### src/rtl/adc_sample_packer.sv
// adc_sample_packer
// Packs PACK consecutive ADC samples (oldest in lane 0) into one wide word,
// buffers the words in a first-word-fall-through FIFO and streams them out
// with valid/ready. A frame-end marker rides with every FRAME_WORDS-th
// accepted word. Words that find the FIFO full are dropped and counted.
module adc_sample_packer #(
    parameter int WIDTH       = 16,
    parameter int PACK        = 2,
    parameter int DEPTH       = 16,
    parameter int FRAME_WORDS = 256
) (
    input  logic                      clk,
    input  logic                      reset,
    input  logic                      enable,
    input  logic [WIDTH-1:0]          sample,
    input  logic                      strobe,
    output logic [WIDTH*PACK-1:0]     m_data,
    output logic                      m_valid,
    input  logic                      m_ready,
    output logic                      m_last,
    output logic                      overflow,
    output logic [15:0]               drop_count,
    output logic [$clog2(DEPTH):0]    level
);

    localparam int AW = $clog2(DEPTH);
    localparam int LW = AW + 1;
    localparam int IW = $clog2(PACK);
    localparam int FW = $clog2(FRAME_WORDS);
    localparam int DW = WIDTH * PACK;

    // Capture state: lanes 0..PACK-2 are held, the top lane is the live sample.
    logic [IW-1:0]    lane_idx_r;
    logic [WIDTH-1:0] lane_r [PACK-1];
    logic [FW-1:0]    frame_cnt_r;

    // FIFO storage, pointers and status.
    logic [DW:0]      mem_r [DEPTH];
    logic [AW:0]      wr_ptr_r;
    logic [AW:0]      rd_ptr_r;
    logic [AW:0]      level_r;
    logic             valid_r;
    logic             overflow_r;
    logic [15:0]      drop_count_r;

    logic             word_done_s;
    logic             pop_s;
    logic             push_s;
    logic             drop_s;
    logic             last_s;
    logic [DW-1:0]    word_s;
    logic [AW:0]      level_next_s;
    logic [DW:0]      head_s;

    // Decide push/pop/drop for this edge and assemble the candidate word.
    always_comb begin
        word_done_s = enable & strobe & (lane_idx_r == IW'(PACK - 1));
        pop_s       = valid_r & m_ready;
        // A full FIFO still accepts when the head leaves on the same edge.
        push_s      = word_done_s & ((level_r != LW'(DEPTH)) | pop_s);
        drop_s      = word_done_s & ~push_s;
        last_s      = (frame_cnt_r == FW'(FRAME_WORDS - 1));
        word_s      = {DW{1'b0}};
        for (int i = 0; i < PACK - 1; i++) begin
            word_s[i*WIDTH +: WIDTH] = lane_r[i];
        end
        word_s[(PACK-1)*WIDTH +: WIDTH] = sample;
        if (push_s && !pop_s) begin
            level_next_s = level_r + LW'(1);
        end else if (pop_s && !push_s) begin
            level_next_s = level_r - LW'(1);
        end else begin
            level_next_s = level_r;
        end
    end

    // Lane capture; disabling the block throws away any partial word.
    always_ff @(posedge clk or negedge reset) begin
        if (!reset) begin
            lane_idx_r <= {IW{1'b0}};
            for (int i = 0; i < PACK - 1; i++) begin
                lane_r[i] <= {WIDTH{1'b0}};
            end
        end else if (!enable) begin
            lane_idx_r <= {IW{1'b0}};
        end else if (strobe) begin
            if (word_done_s) begin
                lane_idx_r <= {IW{1'b0}};
            end else begin
                for (int i = 0; i < PACK - 1; i++) begin
                    if (lane_idx_r == IW'(i)) begin
                        lane_r[i] <= sample;
                    end
                end
                lane_idx_r <= lane_idx_r + IW'(1);
            end
        end
    end

    // Frame word counter; only accepted words advance it.
    always_ff @(posedge clk or negedge reset) begin
        if (!reset) begin
            frame_cnt_r <= {FW{1'b0}};
        end else if (!enable) begin
            frame_cnt_r <= {FW{1'b0}};
        end else if (push_s) begin
            frame_cnt_r <= last_s ? {FW{1'b0}} : frame_cnt_r + FW'(1);
        end
    end

    // FIFO entry write: {last, data}.
    always_ff @(posedge clk) begin
        if (push_s) begin
            mem_r[wr_ptr_r[AW-1:0]] <= {last_s, word_s};
        end
    end

    // FIFO pointers, occupancy and registered valid.
    always_ff @(posedge clk or negedge reset) begin
        if (!reset) begin
            wr_ptr_r <= {LW{1'b0}};
            rd_ptr_r <= {LW{1'b0}};
            level_r  <= {LW{1'b0}};
            valid_r  <= 1'b0;
        end else begin
            if (push_s) begin
                wr_ptr_r <= wr_ptr_r + LW'(1);
            end
            if (pop_s) begin
                rd_ptr_r <= rd_ptr_r + LW'(1);
            end
            level_r <= level_next_s;
            valid_r <= (level_next_s != {LW{1'b0}});
        end
    end

    // Sticky overflow flag and saturating drop counter.
    always_ff @(posedge clk or negedge reset) begin
        if (!reset) begin
            overflow_r   <= 1'b0;
            drop_count_r <= 16'h0000;
        end else if (drop_s) begin
            overflow_r <= 1'b1;
            if (drop_count_r != 16'hFFFF) begin
                drop_count_r <= drop_count_r + 16'h0001;
            end
        end
    end

    // Present the FIFO head; zeros while nothing is valid.
    always_comb begin
        head_s = mem_r[rd_ptr_r[AW-1:0]];
        if (valid_r) begin
            m_data = head_s[DW-1:0];
            m_last = head_s[DW];
        end else begin
            m_data = {DW{1'b0}};
            m_last = 1'b0;
        end
    end

    assign m_valid    = valid_r;
    assign overflow   = overflow_r;
    assign drop_count = drop_count_r;
    assign level      = level_r;

endmodule

### config.mk
export PLATFORM = sky130hd
export DESIGN_NAME = adc_sample_packer
export DESIGN_NICKNAME = d
export VERILOG_FILES = /design/src/rtl/adc_sample_packer.sv
export SDC_FILE = /design/constraint.sdc
export NUM_CORES = 1
export LEC_CHECK = 0
export BUFFER_PORTS_ARGS = -buffer_cell sky130_fd_sc_hd__buf_2
export CAP_MARGIN = 25
export CORE_ASPECT_RATIO = 1.2
export CORE_MARGIN = 2
export CORE_UTILIZATION = 66
export DETAILED_ROUTE_END_ITERATION = 7
export PLACE_DENSITY = 0.85
export SLEW_MARGIN = 20
export SYNTH_ARGS = -nofsm -noshare
export SYNTH_HDL_FRONTEND = slang
export SYNTH_SLANG_ARGS = --single-unit
### constraint.sdc
create_clock -name clk -period 11.5 [get_ports clk]
set_input_delay 2.3 -clock clk [delete_from_list [all_inputs] [get_ports clk]]
set_output_delay 2.3 -clock clk [all_outputs]
set_load 0.03 [all_outputs]
==> metrics.md <==
| Metric | Value |
|---|---|
| Outcome | completed |
| DIE HEIGHT | 207 microns |
| Tot GR Track Use | 30.6% |
| Reg clk slew, reported paths | 0.07 ns |
| Final nets | 1,150 |
| CORE AREA | 34,000 sq um |
| Post-synth top area share | 69.9% |
| Max incr delay on CP | 1.02 ns |
| Kind of critical path | flop to primary output |
| Synth Cell Area | 22,700 sq um |
| Crit path max fanout | 60 |
| CTS tree | built |
| RD Place Congestion | 0.779 |
| WP data required | 9.20 ns |
| Skew final | 0.0223 ns |
| FF-to-FF Start | level[0] |
| Synth Register Bits | 584 |
| Post-Route Setup TNS | 0 ns |
| Mapped Cells | 1,012 |
| Maximum buffer depth of the clock tree | 3 |
| Design Area, Final | 25,400 sq um |
| Layout cell share with drive strength beyond 1 | 33.6% |
| Pins over their slew limit | 0 |
| Area after DPL | 23,700 sq um |
| Post-route DRC violation count | 0 |
| Port buffer count | 76 |
| Postcts setup bufs | 0 |
| Vias in the first global route | 11,800 |
| TritonCTS Buffers | 52 |
| First-pass GRT wire length | 78,900 microns |
| Synth warnings | 0 |
| Dominant cell type by area after synthesis | edfxtp_1 |
| Synth unique cells | 41 |
| Final setup fails | 0 |
| Area delta synth->final | 12.0% |
| Largest net degree at the start of global routing | 105 |
| Total gr overflow | 0 |
| Initial antenna violation count | 3 |
| Fmax | 164 MHz |
| DR vias | 11,200 |
| Core Rows | 74 |
| Post-Route Utilization | 74.8% |
| Crit-path cells | buf_4 > buf_16 > mux4_2 > mux4_2 > and2_1 > buf_2 |
| Final period util | 53.1% |
| Hold Crit Start | overflow |
| Die Area | 35,900 sq um |
| Mean area per synthesized cell | 22.4 sq um |
| DR vias/cell | 6.91 |
| Hold WC Path Type | flop to flop |
| Synth area leaders | edfxtp_1 (70%), mux4_2 (16%), dfrtp_1 (6.2%), and2_1 (1.0%), mux2_2 (0.89%) |
| First drt pass iteration count | 5 |
| Routed WL | 53,700 microns |
| Min Hold Slack | 0.475 ns |
| DP HPWL | 26,800 microns |
| Post-synthesis sequential area ratio | 76.1% |
| DRT iter0 DRCs | 1,388 |
| Post-cts resize count | 0 |
| Launch point of the worst path | rd_ptr_r[1] |
| Worst setup SP type | flop |
| Clock Sinks | 584 |
| WP data arrival | 3.81 ns |
| Worst-Skew Late Latency | 0.58 ns |
| H-tree depth | 2 |
| Crit path capture type | primary output |
| Boundary Pins | 77 |
| Worst slew pin tran | 1.03 ns |
| Slowest stage cell on the critical path | dfrtp_4 |
| Die width | 173 microns |
| Final Hold Fails | 0 |
| Unrepaired setup endpoints after global routing | no |
| Clock root cell | clkbuf_16 |
| Top cell by count, worst path | mux4_2 |
| Initial core utilization | 66.8% |
| Max-Cap Viols | 0 |
| PD cells | 237 nW/um^2 |
| Post-synthesis net count | 1,042 |
| Hold-fix buffers, CTS | 0 |
| Final min period | 6.11 ns |
| Max_slew headroom | 30.6% |
| Post-DRT Antenna Nets | 0 |
| DR WL/cell | 33.2 microns |
| Pleak | 8.30 nW |
| Max VDD drop | 224 uV |
==> through the flow <==
step	instances	setup WS, ns	total power, mW
4_1_cts	1614	5.23	6.04
3_3_place_gp	1519	5.82	4.27
6_report	1620	5.39	6.02
5_1_grt	1619	5.29	6.21
3_5_place_dp	1519	5.82	4.31
2_1_floorplan	1012	5.55	3.88
==> registers in the layout (all words and copies together) (netlist names) <==
name         cells
lane_r          16
rd_ptr_r         4
level            5
lane_idx_r       1
overflow         1
mem_r          528
m_valid          1
frame_cnt_r      8
wr_ptr_r         4
drop_count      16
==> path summary, 6_finish.rpt <==
check | to | slack, ns | cells after the start
worst max register to register | mem_r[1][7] | 7.62 | 7
worst min-delay path | overflow | 0.47 | 1
worst max-delay path | m_data[3] | 5.39 | 6
max in group asynchronous | rd_ptr_r[0] | 9.05 | 2
worst min register to register | overflow | 0.47 | 1
min in group asynchronous | drop_count[3] | 1.88 | 2
==> cell type report <==
type | count | area (sq um)
antenna | 3 | 7.51
timing repair buffer | 102 | 612
multi-input combinational | 374 | 5260
inverter | 6 | 22.5
tap | 456 | 571
fill | 1682 | 8570
clock buffer | 68 | 1410
clock inverter | 27 | 255
sequential | 584 | 17300
==> metal layers <==
metal	up-vias	track usage (%)	part of all wire, %
met2	780	52.8	53
li1	4430	-	-
met5	-	0	0
met4	0	10.8	3.4
met1	5869	40.5	35
met3	123	4.68	8.7
==> where the power goes <==
group          switching (mW)  internal, mW
Clock                   0.758         0.960
Sequential              0.221          2.42
Combinational           0.871         0.791
==> worst max-delay path, delay by kind of cell (launching register included) <==
family	cells	cell delay [ns]
AND/OR/NAND/NOR	1	0.19
flip-flops	1	1.02
multiplexers	2	0.87
buffers and inverters	3	1.04
==> cell families after synthesis <==
kind of cell	Yosys count	share of synthesized area, %
AOI/OAI and AO/OA	23	0.761
xor gates and xnor gates	27	1.04
adders and majority gates	9	0.496
buffers and inverters	54	1.22
DFF	584	76.1
muxes	183	17.3
and+or+nand+nor	132	3.13
==> layout by cell type, fill, tap and decap left out, types with 3 or more instances in the layout <==
cell type	instances
ha_1	9
nor2_1	9
nand3_1	11
dfrtp_1	52
nor2_4	12
clkbuf_16	53
mux4_2	165
inv_6	4
and4_1	3
nand2b_1	3
xnor2_1	20
buf_2	76
and2_1	38
a21oi_1	6
mux2_2	18
clkinv_1	4
clkinv_2	12
nand2_1	25
inv_1	6
edfxtp_1	528
diode_2	3
bufinv_16	4
clkbuf_8	3
xor2_1	7
and3_1	3
nor3_1	3
buf_4	23
clkbuf_1	12
nand4_1	14
nor3_2	4
==> synth_stat cells, drive strengths merged <==
cell and instances:
o21ai 2, and2 38, edfxtp 528, clkbuf 21, nor2b 2, nand2 25
nor4 1, a211oi 1, a21boi 2, mux4 165, nor3b 1, nand2b 3
xor2 7, a32oi 1, o221a 1, buf 27, nor3 7, o211ai 2
nand3 11, a31oi 2, nor2 21, a41oi 1, and4 3, o221ai 1
o22ai 1, nand4 14, ha 9, a311o 1, a31o 2, dfrtp 56
or4 1, and3 3, mux2 18, a21oi 6, or3 1, xnor2 20
inv 6, nand3b 1
(Power assumes the default switching activity.)
